<file path="config.mk">
export PLATFORM = sky130hd
export DESIGN_NAME = dmem_access_unit
export DESIGN_NICKNAME = d
export VERILOG_FILES = /design/src/rtl/dmem_pkg.sv /design/src/rtl/dmem_access_unit_load_formatter.sv /design/src/rtl/dmem_access_unit.sv
export SDC_FILE = /design/constraint.sdc
export NUM_CORES = 1
export LEC_CHECK = 0
export CAP_MARGIN = 5
export CORE_MARGIN = 2
export CORE_UTILIZATION = 43
export DETAILED_ROUTE_END_ITERATION = 8
export PLACE_DENSITY = 0.81
export REMOVE_ABC_BUFFERS = 1
export SETUP_SLACK_MARGIN = 0.02
export SYNTH_ARGS = -nofsm -noshare
export SYNTH_HDL_FRONTEND = slang
export SYNTH_SLANG_ARGS = --single-unit
export TNS_END_PERCENT = 50
</file>
<file path="constraint.sdc">
create_clock -name clk -period 2.4 [get_ports clk]
set_input_delay 0.36 -clock clk [delete_from_list [all_inputs] [get_ports clk]]
set_output_delay 0.36 -clock clk [all_outputs]
set_load 0.02 [all_outputs]
</file>
<file path="src/rtl/dmem_pkg.sv">
// Shared definitions for the MEM-stage data-memory access unit:
// access-size encodings, FSM state type, timeout default and the
// store-lane helpers used when a request is latched.
package dmem_pkg;

    localparam logic [1:0] SZ_BYTE    = 2'b00;
    localparam logic [1:0] SZ_HALF    = 2'b01;
    localparam logic [1:0] SZ_WORD    = 2'b10;
    localparam logic [1:0] SZ_ILLEGAL = 2'b11;

    // Default abort threshold for the optional BUSY timeout.
    localparam int DEF_TIMEOUT_CYCLES = 16;

    typedef enum logic [1:0] {
        ST_IDLE = 2'd0,
        ST_BUSY = 2'd1,
        ST_DONE = 2'd2
    } state_e;

    // An access is rejected when its size is illegal or its address is
    // not naturally aligned for that size.
    function automatic logic is_misaligned(input logic [1:0] size, input logic [1:0] off);
        logic bad;
        bad = 1'b0;
        case (size)
            SZ_BYTE:    bad = 1'b0;
            SZ_HALF:    bad = off[0];
            SZ_WORD:    bad = (off != 2'b00);
            SZ_ILLEGAL: bad = 1'b1;
            default:    bad = 1'b1;
        endcase
        return bad;
    endfunction

    // Byte enables for the addressed lanes; loads and stores share them.
    function automatic logic [3:0] lane_enables(input logic [1:0] size, input logic [1:0] off);
        logic [3:0] be;
        be = 4'b0000;
        case (size)
            SZ_BYTE: be = 4'b0001 << off;
            SZ_HALF: be = 4'b0011 << off;
            SZ_WORD: be = 4'b1111;
            default: be = 4'b0000;
        endcase
        return be;
    endfunction

    // Replicate right-justified store data across all lanes so the memory
    // picks the right bytes purely from the enables.
    function automatic logic [31:0] replicate(input logic [1:0] size, input logic [31:0] wd);
        logic [31:0] r;
        r = wd;
        case (size)
            SZ_BYTE: r = {4{wd[7:0]}};
            SZ_HALF: r = {2{wd[15:0]}};
            default: r = wd;
        endcase
        return r;
    endfunction

endpackage

</file>
<file path="src/rtl/dmem_access_unit_load_formatter.sv">
// Load formatter: selects the addressed lane of a raw 32-bit read word and
// sign- or zero-extends it according to the access size.
module load_formatter
    import dmem_pkg::*;
(
    input  logic [31:0] raw_i,
    input  logic [1:0]  offset_i,
    input  logic [1:0]  size_i,
    input  logic        unsigned_i,
    output logic [31:0] result_o
);

    logic [31:0] lane;

    // Shift the addressed byte lane down to bit 0, then extend.
    always_comb begin
        lane     = raw_i >> {offset_i, 3'b000};
        result_o = lane;
        case (size_i)
            SZ_BYTE: result_o = {{24{lane[7]  & ~unsigned_i}}, lane[7:0]};
            SZ_HALF: result_o = {{16{lane[15] & ~unsigned_i}}, lane[15:0]};
            default: result_o = lane;
        endcase
    end

endmodule

</file>
<file path="src/rtl/dmem_access_unit.sv">
// MEM-stage data-memory access unit. Issues load/store requests over a
// req/ack handshake, stalls the pipeline while an access is outstanding and
// returns a registered, formatted load result for the writeback select.
// Optional feature macro: DMEM_TIMEOUT_EN (aborts a request that sees no ack
// within TIMEOUT_CYCLES BUSY cycles and pulses bus_error).
//
// Memory handshake: dmem_req rises the cycle after an access is accepted and
// dmem_req/dmem_we/dmem_addr/dmem_wdata/dmem_be stay constant until the first
// cycle in which dmem_ack is sampled high while dmem_req is high; that cycle
// completes the transfer (dmem_rdata is taken in the same cycle) and dmem_req
// is low the next cycle. dmem_ack while no request is pending is ignored.
module dmem_access_unit
    import dmem_pkg::*;
#(
    parameter int ADDR_W = 32,
    parameter int DATA_W = 32
`ifdef DMEM_TIMEOUT_EN
    , parameter int TIMEOUT_CYCLES = DEF_TIMEOUT_CYCLES
`endif
) (
    input  logic                  clk,
    input  logic                  rst_n,
    input  logic                  in_valid,
    input  logic                  mem_read,
    input  logic                  mem_write,
    input  logic [1:0]            mem_size,
    input  logic                  mem_unsigned,
    input  logic [ADDR_W-1:0]     addr,
    input  logic [DATA_W-1:0]     wdata,
    output logic                  dmem_req,
    output logic                  dmem_we,
    output logic [ADDR_W-1:0]     dmem_addr,
    output logic [DATA_W-1:0]     dmem_wdata,
    output logic [DATA_W/8-1:0]   dmem_be,
    input  logic                  dmem_ack,
    input  logic [DATA_W-1:0]     dmem_rdata,
    output logic [DATA_W-1:0]     dmem_read_data,
    output logic                  read_valid,
    output logic                  stall,
    output logic                  misaligned_fault,
    output logic                  bus_error,
    output logic [1:0]            dbg_state
);

    state_e               state_q, state_d;
    logic                 req_q, req_d;
    logic                 we_q, we_d;
    logic [ADDR_W-1:0]    addr_q, addr_d;
    logic [DATA_W-1:0]    wdata_q, wdata_d;
    logic [DATA_W/8-1:0]  be_q, be_d;
    logic [1:0]           size_q, size_d;
    logic                 uns_q, uns_d;
    logic [1:0]           off_q, off_d;
    logic [DATA_W-1:0]    rd_q, rd_d;
    logic                 rvalid_q, rvalid_d;
    logic                 fault_q, fault_d;
    logic                 berr_q, berr_d;

    logic                 access;
    logic                 misaligned;
    logic [DATA_W-1:0]    fmt_data;

`ifdef DMEM_TIMEOUT_EN
    localparam int CNT_W = $clog2(TIMEOUT_CYCLES + 1);
    logic [CNT_W-1:0]     cnt_q, cnt_d;
    logic                 timeout_hit;
    // The last allowed BUSY cycle is the one where the count equals
    // TIMEOUT_CYCLES-1, so the request stays up exactly TIMEOUT_CYCLES cycles.
    assign timeout_hit = (cnt_q == CNT_W'(TIMEOUT_CYCLES - 1)) & ~dmem_ack;
`endif

    // A store wins when both read and write are flagged.
    assign access     = in_valid & (mem_read | mem_write);
    assign misaligned = is_misaligned(mem_size, addr[1:0]);

    load_formatter u_load_formatter (
        .raw_i      (dmem_rdata),
        .offset_i   (off_q),
        .size_i     (size_q),
        .unsigned_i (uns_q),
        .result_o   (fmt_data)
    );

    // Next-state and registered-output computation for the IDLE/BUSY/DONE FSM.
    always_comb begin
        state_d  = state_q;
        req_d    = req_q;
        we_d     = we_q;
        addr_d   = addr_q;
        wdata_d  = wdata_q;
        be_d     = be_q;
        size_d   = size_q;
        uns_d    = uns_q;
        off_d    = off_q;
        rd_d     = rd_q;
        rvalid_d = 1'b0;
        fault_d  = 1'b0;
        berr_d   = 1'b0;
`ifdef DMEM_TIMEOUT_EN
        cnt_d    = cnt_q;
`endif
        case (state_q)
            ST_IDLE: begin
                if (access) begin
                    if (misaligned) begin
                        fault_d = 1'b1;
                    end else begin
                        req_d   = 1'b1;
                        we_d    = mem_write;
                        addr_d  = {addr[ADDR_W-1:2], 2'b00};
                        wdata_d = replicate(mem_size, wdata);
                        be_d    = lane_enables(mem_size, addr[1:0]);
                        size_d  = mem_size;
                        uns_d   = mem_unsigned;
                        off_d   = addr[1:0];
                        state_d = ST_BUSY;
`ifdef DMEM_TIMEOUT_EN
                        cnt_d   = '0;
`endif
                    end
                end
            end
            ST_BUSY: begin
                if (dmem_ack) begin
                    req_d   = 1'b0;
                    state_d = ST_DONE;
                    if (!we_q) begin
                        rd_d     = fmt_data;
                        rvalid_d = 1'b1;
                    end
`ifdef DMEM_TIMEOUT_EN
                end else if (timeout_hit) begin
                    req_d   = 1'b0;
                    berr_d  = 1'b1;
                    state_d = ST_DONE;
                    if (!we_q) begin
                        rd_d     = '0;
                        rvalid_d = 1'b1;
                    end
                end else begin
                    cnt_d = cnt_q + CNT_W'(1);
`endif
                end
            end
            ST_DONE: begin
                // The completed instruction is still on the inputs here;
                // the pipeline advances at the end of this cycle.
                state_d = ST_IDLE;
            end
            default: begin
                state_d = ST_IDLE;
                req_d   = 1'b0;
            end
        endcase
    end

    // State and output registers with synchronous active-low reset.
    always_ff @(posedge clk) begin
        if (!rst_n) begin
            state_q  <= ST_IDLE;
            req_q    <= 1'b0;
            we_q     <= 1'b0;
            addr_q   <= '0;
            wdata_q  <= '0;
            be_q     <= '0;
            size_q   <= SZ_BYTE;
            uns_q    <= 1'b0;
            off_q    <= 2'b00;
            rd_q     <= '0;
            rvalid_q <= 1'b0;
            fault_q  <= 1'b0;
            berr_q   <= 1'b0;
`ifdef DMEM_TIMEOUT_EN
            cnt_q    <= '0;
`endif
        end else begin
            state_q  <= state_d;
            req_q    <= req_d;
            we_q     <= we_d;
            addr_q   <= addr_d;
            wdata_q  <= wdata_d;
            be_q     <= be_d;
            size_q   <= size_d;
            uns_q    <= uns_d;
            off_q    <= off_d;
            rd_q     <= rd_d;
            rvalid_q <= rvalid_d;
            fault_q  <= fault_d;
            berr_q   <= berr_d;
`ifdef DMEM_TIMEOUT_EN
            cnt_q    <= cnt_d;
`endif
        end
    end

    // Stall covers the accepting IDLE cycle and every BUSY cycle; it is held
    // low while reset is asserted.
    always_comb begin
        stall = rst_n & (((state_q == ST_IDLE) & access & ~misaligned) |
                         (state_q == ST_BUSY));
    end

    assign dmem_req         = req_q;
    assign dmem_we          = we_q;
    assign dmem_addr        = addr_q;
    assign dmem_wdata       = wdata_q;
    assign dmem_be          = be_q;
    assign dmem_read_data   = rd_q;
    assign read_valid       = rvalid_q;
    assign misaligned_fault = fault_q;
    assign bus_error        = berr_q;
    assign dbg_state        = state_q;

endmodule

</file>
After elaboration in Yosys (flattened, before gate mapping)
Index checks and enable logic that the tools add are counted.
Storage, ports and cells
  register bits: 109
  input port bits: 105
  output and inout bits: 108
  word-level logic and storage cells: 60
Operators by class
  eq/ne operators: 9
  shifts and indexed selects: 3
  multiplexer cells: 14
  bitwise gates (word level): 12
  reduce and logical (&&, ||, !) cells: 10
Operator list (number)
  $pmux W32 S2: 2
  $shr A32 B5 Y32: 1
  $reduce_and A3 Y1: 5
  $pmux W4 S3: 1
  $and A1 B1 Y1: 6
  $eq A2 B1 Y1 const B: 3
  $eq A2 B2 Y1 const B: 3
  $logic_not A2 Y1: 3
  $mux W2: 3
  $ne A2 B2 Y1 const B: 3
  $mux W1: 5
  $not A1 Y1: 4
  $pmux W1 S4: 1
  $pmux W2 S2: 1
  $reduce_and A4 Y1: 1
  $shl A1 B2 Y4 const A: 1
  $shl A2 B2 Y4 const A: 1
  $pmux W1 S3: 1
  $or A1 B1 Y1: 2
  $reduce_bool A2 Y1: 1

Depth between registers and ports, before layout
  depth after elaboration: 6
  gate-level depth with buffers: 7
  mapped depth without buffers: 4

Hierarchy
A second synthesis with hierarchy kept.
Second synthesis, totals
  cell total of the unflattened synthesis: 633
  area total of the unflattened synthesis: 5365.1 µm²
Modules (own cells, without submodules)
  dmem_access_unit: instances 1, cells an instance 530, area an instance 4596.9 µm², sequential area each 2182.1 µm²
  load_formatter: instances 1, cells an instance 103, area an instance 768.2 µm², sequential area each 0.0 µm²

Worst setup path before layout
Ideal clock, no wire load.
  kind: input port to output port
  start point: input port mem_size[0]
  end point: output port stall
  arrival time: 1550 ps
  data required time: 2040 ps
  path slack: 490 ps
  stages: 5
  buffers on the path: 1
  cells stage by stage: clkbuf_1 -> o21a_1 -> o22ai_2 -> nand2_1 -> a21boi_0
On the way
  longest elaborated chain between the ends: 6
  elaborated cells between the ends (all ways): 9
  classes of those cells: eq/ne (3); mux (1); bitwise (4); reduce/logical (1)
RTL lines
  start, declared: RTL line dmem_access_unit.sv:26  | input logic [1:0] mem_size,
  $eq A2 B2 Y1, or another cell as far along: RTL line dmem_pkg.sv:25  | case (size)
  $pmux W1 S4 *: RTL line dmem_pkg.sv:25
  $not A1 Y1 (no source line) *
  $and A1 B1 Y1 *: RTL line dmem_access_unit.sv:199  | stall = rst_n & (((state_q == ST_IDLE) & access & ~misaligned) |
  $or A1 B1 Y1 *: RTL line dmem_access_unit.sv:199
  $and A1 B1 Y1 *: RTL line dmem_access_unit.sv:199
  end, declared: RTL line dmem_access_unit.sv:39  | output logic stall,
Mark *: on every way between the ends. The rest lies on a longest branch, timed or not.

Worst setup path after layout
  start point: input port mem_write
  end point: output port stall
On the way
  longest elaborated chain between the ends: 6
RTL lines
  start, declared: RTL line dmem_access_unit.sv:25  | input logic mem_write,
  $or A1 B1 Y1: RTL line dmem_access_unit.sv:73  | assign access = in_valid & (mem_read | mem_write);
  $and A1 B1 Y1: RTL line dmem_access_unit.sv:73
  $and A1 B1 Y1 (2 in a row): RTL line dmem_access_unit.sv:199
  $or A1 B1 Y1: RTL line dmem_access_unit.sv:199
  $and A1 B1 Y1: RTL line dmem_access_unit.sv:199
Every way passes these cells.

==> results.md <==
- Diodes inserted: 0
- Worst vdd ir: between 0.3 and 0.4 mV
- Sw Share: 26.50%
- Largest net degree at the start of global routing: 157
- Setup-failing EPs final: 0
- Postcts setup bufs: 0
- Drt wl/cell: ~16 um
- CTS root buf: clkbuf_16
- Dpl cells: approximately 900
- Final design utilization: 66.32%
- # rows: 39
- Max Cap Viol: 0
- Flop pwr share: around 45%
- Initial antenna violation count: 0
- Synth cell count leaders: nand2_1, dfxtp_1, mux2i_1
- Status: completed
- PD cells: approximately 580 nW/um2
- Avg Cell Area, Syn: about 8.7 um2
- Die height: approximately 110 um
- Max-slew violations: 0
- Critical path type: primary input to output port
- H-tree depth: 3
- Arr. time, crit path: 1.89 ns
- Fin. Hold Viols: 0
- Largest area contributor in the netlist: dfxtp_1
- Data required, critical path: 2.04 ns
- Fin nets: 870
- Adder-Cell Fraction of Synth Area: 0%
- Mux cell area share after synthesis: roughly 17%
- Post-Syn Instances: ~580
- DP HPWL: ~11 mm
- Worst-skew pair later-pin latency: ~0.34 ns
- Post-Synth XOR/XNOR Area: 0%
- Sink Count: about 110
- Least-Margin Pin Slew: 0.6366 ns
- CP Launch Type: primary input
- I/O pin total: 213
- Tmin final: ~2.2 ns
- Area Growth Syn to Fin: 50.41%
- Synth Area in Simple Gates: ~17%
- Synth top area cells: dfxtp_1, mux2i_1, nand2_1, o211a_1, mux2_2
- GRT Total Usage: 23.13%
- CP endpoint kind: output port
- Clock Path Buffers: 2
- Finished Layout Cells: 913
- Routed WL: 14.83 mm
- Netlist cell types: 40
- Clock network power share: 33.7%
- Compound-Gate Fraction of Synth Area: between 10% and 20%
- Yosys warnings: 0
- Number of global-route vias before repair: approximately 4900
- Core area: about 11000 um2
- Leak Pwr: roughly 2.9 nW
- CTS clk-pin slew, worst paths: 0.07 ns
- Pre-antenna DRT Iters: 4
- Die area: approximately 13000 um2
- Internal Power: about 3.2 mW
- TritonCTS clock tree: done
- Hold Buf Count CTS: 0
- Global-route wire length before repair: about 24 mm
- PortBufs: ~210
- Max Freq: between 0.4 and 0.5 GHz
- Final GP Congestion: between 0.9 and 1
- Max-slew headroom at the worst pin: between 50% and 60%
- Pwr Total: 4.382 mW
- Final ANT Viol Nets: 0
- Cts bufs inserted: 9
- Initial Util: between 40 and 50%
- Initial drt markers: around 290
- Unrepaired setup endpoints after global routing: false
- Post-synth EDFFs: 0
- Routed via count: around 5000
- Worst Hold Class: flop to flop
- Drc violations: 0
- Cts repair resizes: 1
- Asr flop ratio synth: 0%
- Via density: 5.438
- Yosys top cell area share: around 43%
- Combinational group share of total power: between 20 and 25%
- Register area share after synthesis: roughly 43%
- Ys flop type: dfxtp_1
- Clock Skew: 0.008649 ns
- Min Hold Slack: about 0.45 ns
- Layout cells sized above 1: approximately 8%
- Final period util: 93.66%
- Die Width: 112.4 um
- Total gr overflow: 0
- Largest family of logic cells by synthesized area: simple AND/OR/NAND/NOR gates
- Seq cells post-synth: approximately 110
- Psw: 1.161 mW
- Most numerous cell in the Yosys netlist: nand2_1
- Worst Path Max Fanout: 2
- Synth Cell Area: roughly 5000 um2
-- worst paths after layout --
| kind | endpoint | depth (start not counted) | start | slack, ns |
|---|---|---|---|---|
| hold reg to reg | dmem_wdata[6]$_SDFFE_PN0P_ | 2 | dmem_wdata[6]$_SDFFE_PN0P_ | 0.45 |
| setup reg to reg | dmem_addr[15]$_SDFFE_PN0P_ | 5 | dbg_state[0]$_SDFFE_PN0P_ | 0.43 |
| hold / removal | dmem_wdata[6]$_SDFFE_PN0P_ | 2 | dmem_wdata[6]$_SDFFE_PN0P_ | 0.45 |
| setup / recovery | stall | 6 | mem_write | 0.15 |
-- power groups by stage --
stage                     clock, mW  sequential [mW]  combinational (mW)
after detailed placement          0             2.00               0.943
after CTS                      1.52             1.96               0.947
after global placement            0             2.00               0.925
after floorplan                   0             2.11               0.293
final                          1.48             1.96               0.945
after global routing           1.59             1.97                1.01
-- critical path: stages --
cell	delay, ns
clkdlybuf4s50_1	0.50
nor2_1	0.08
nor4b_4	0.28
nand2_1	0.12
a21boi_0	0.18
dlygate4sd2_1	0.37
-- cell families after synthesis --
kind of cell,count (synthesis)
compound gates,127
buf+inv,58
flops,109
mux,82
other cells,1
simple gates,201
-- sequential cells by signal (all words and copies together) (netlist names) --
name / flops
misaligned_fault: 1
off_q: 2
dmem_wdata: 32
dmem_addr: 30
dmem_read_data: 32
read_valid: 1
dmem_req: 1
dmem_be: 4
uns_q: 1
dmem_we: 1
size_q: 2
dbg_state: 2
-- per-stage QoR --
stage	worst slack, ns	instance area [um2]	setup TNS (ns)
3_3_place_gp	-0.05005	7312	-0.05005
6_report	0.1521	7605	0
4_1_cts	0.1253	7605	0
3_5_place_dp	-0.1372	7312	-1.509
2_1_floorplan	-2.124	4800	-181.78
5_1_grt	0.05459	7605	0
-- final cells by class --
type / instances / area [um2]
fillers: 926 / 3862
multi-input cells: 413 / 2651
repair buffers: 232 / 2298
flip-flops and latches: 109 / 2182
clock buffers: 12 / 246.5
well taps: 143 / 178.9
clock inverters: 4 / 47.55
-- layout by cell type, fill, tap and decap left out, drive strengths merged, types with 3 or more instances in the layout --
cell	n
a21boi	10
a21oi	17
and2	3
buf	24
clkbuf	12
clkdlybuf4s50	207
conb	3
dfxtp	109
mux2	15
mux2i	65
nand2	132
nand3	17
nand4	21
nor2	15
nor2b	7
o211a	18
o211ai	7
o21ai	52
o22ai	8
o2bb2ai	7
-- layer usage --
layer / global-route usage (%) / share of wire, % / up-vias
li1: - / - / 2408
met1: 28.43 / 43 / 2317
met2: 38.03 / 47 / 203
met3: 5.832 / 6.7 / 37
met4: 11.06 / 3.5 / 0
met5: 0 / 0 / -
Power figures use the tool's default switching activity.
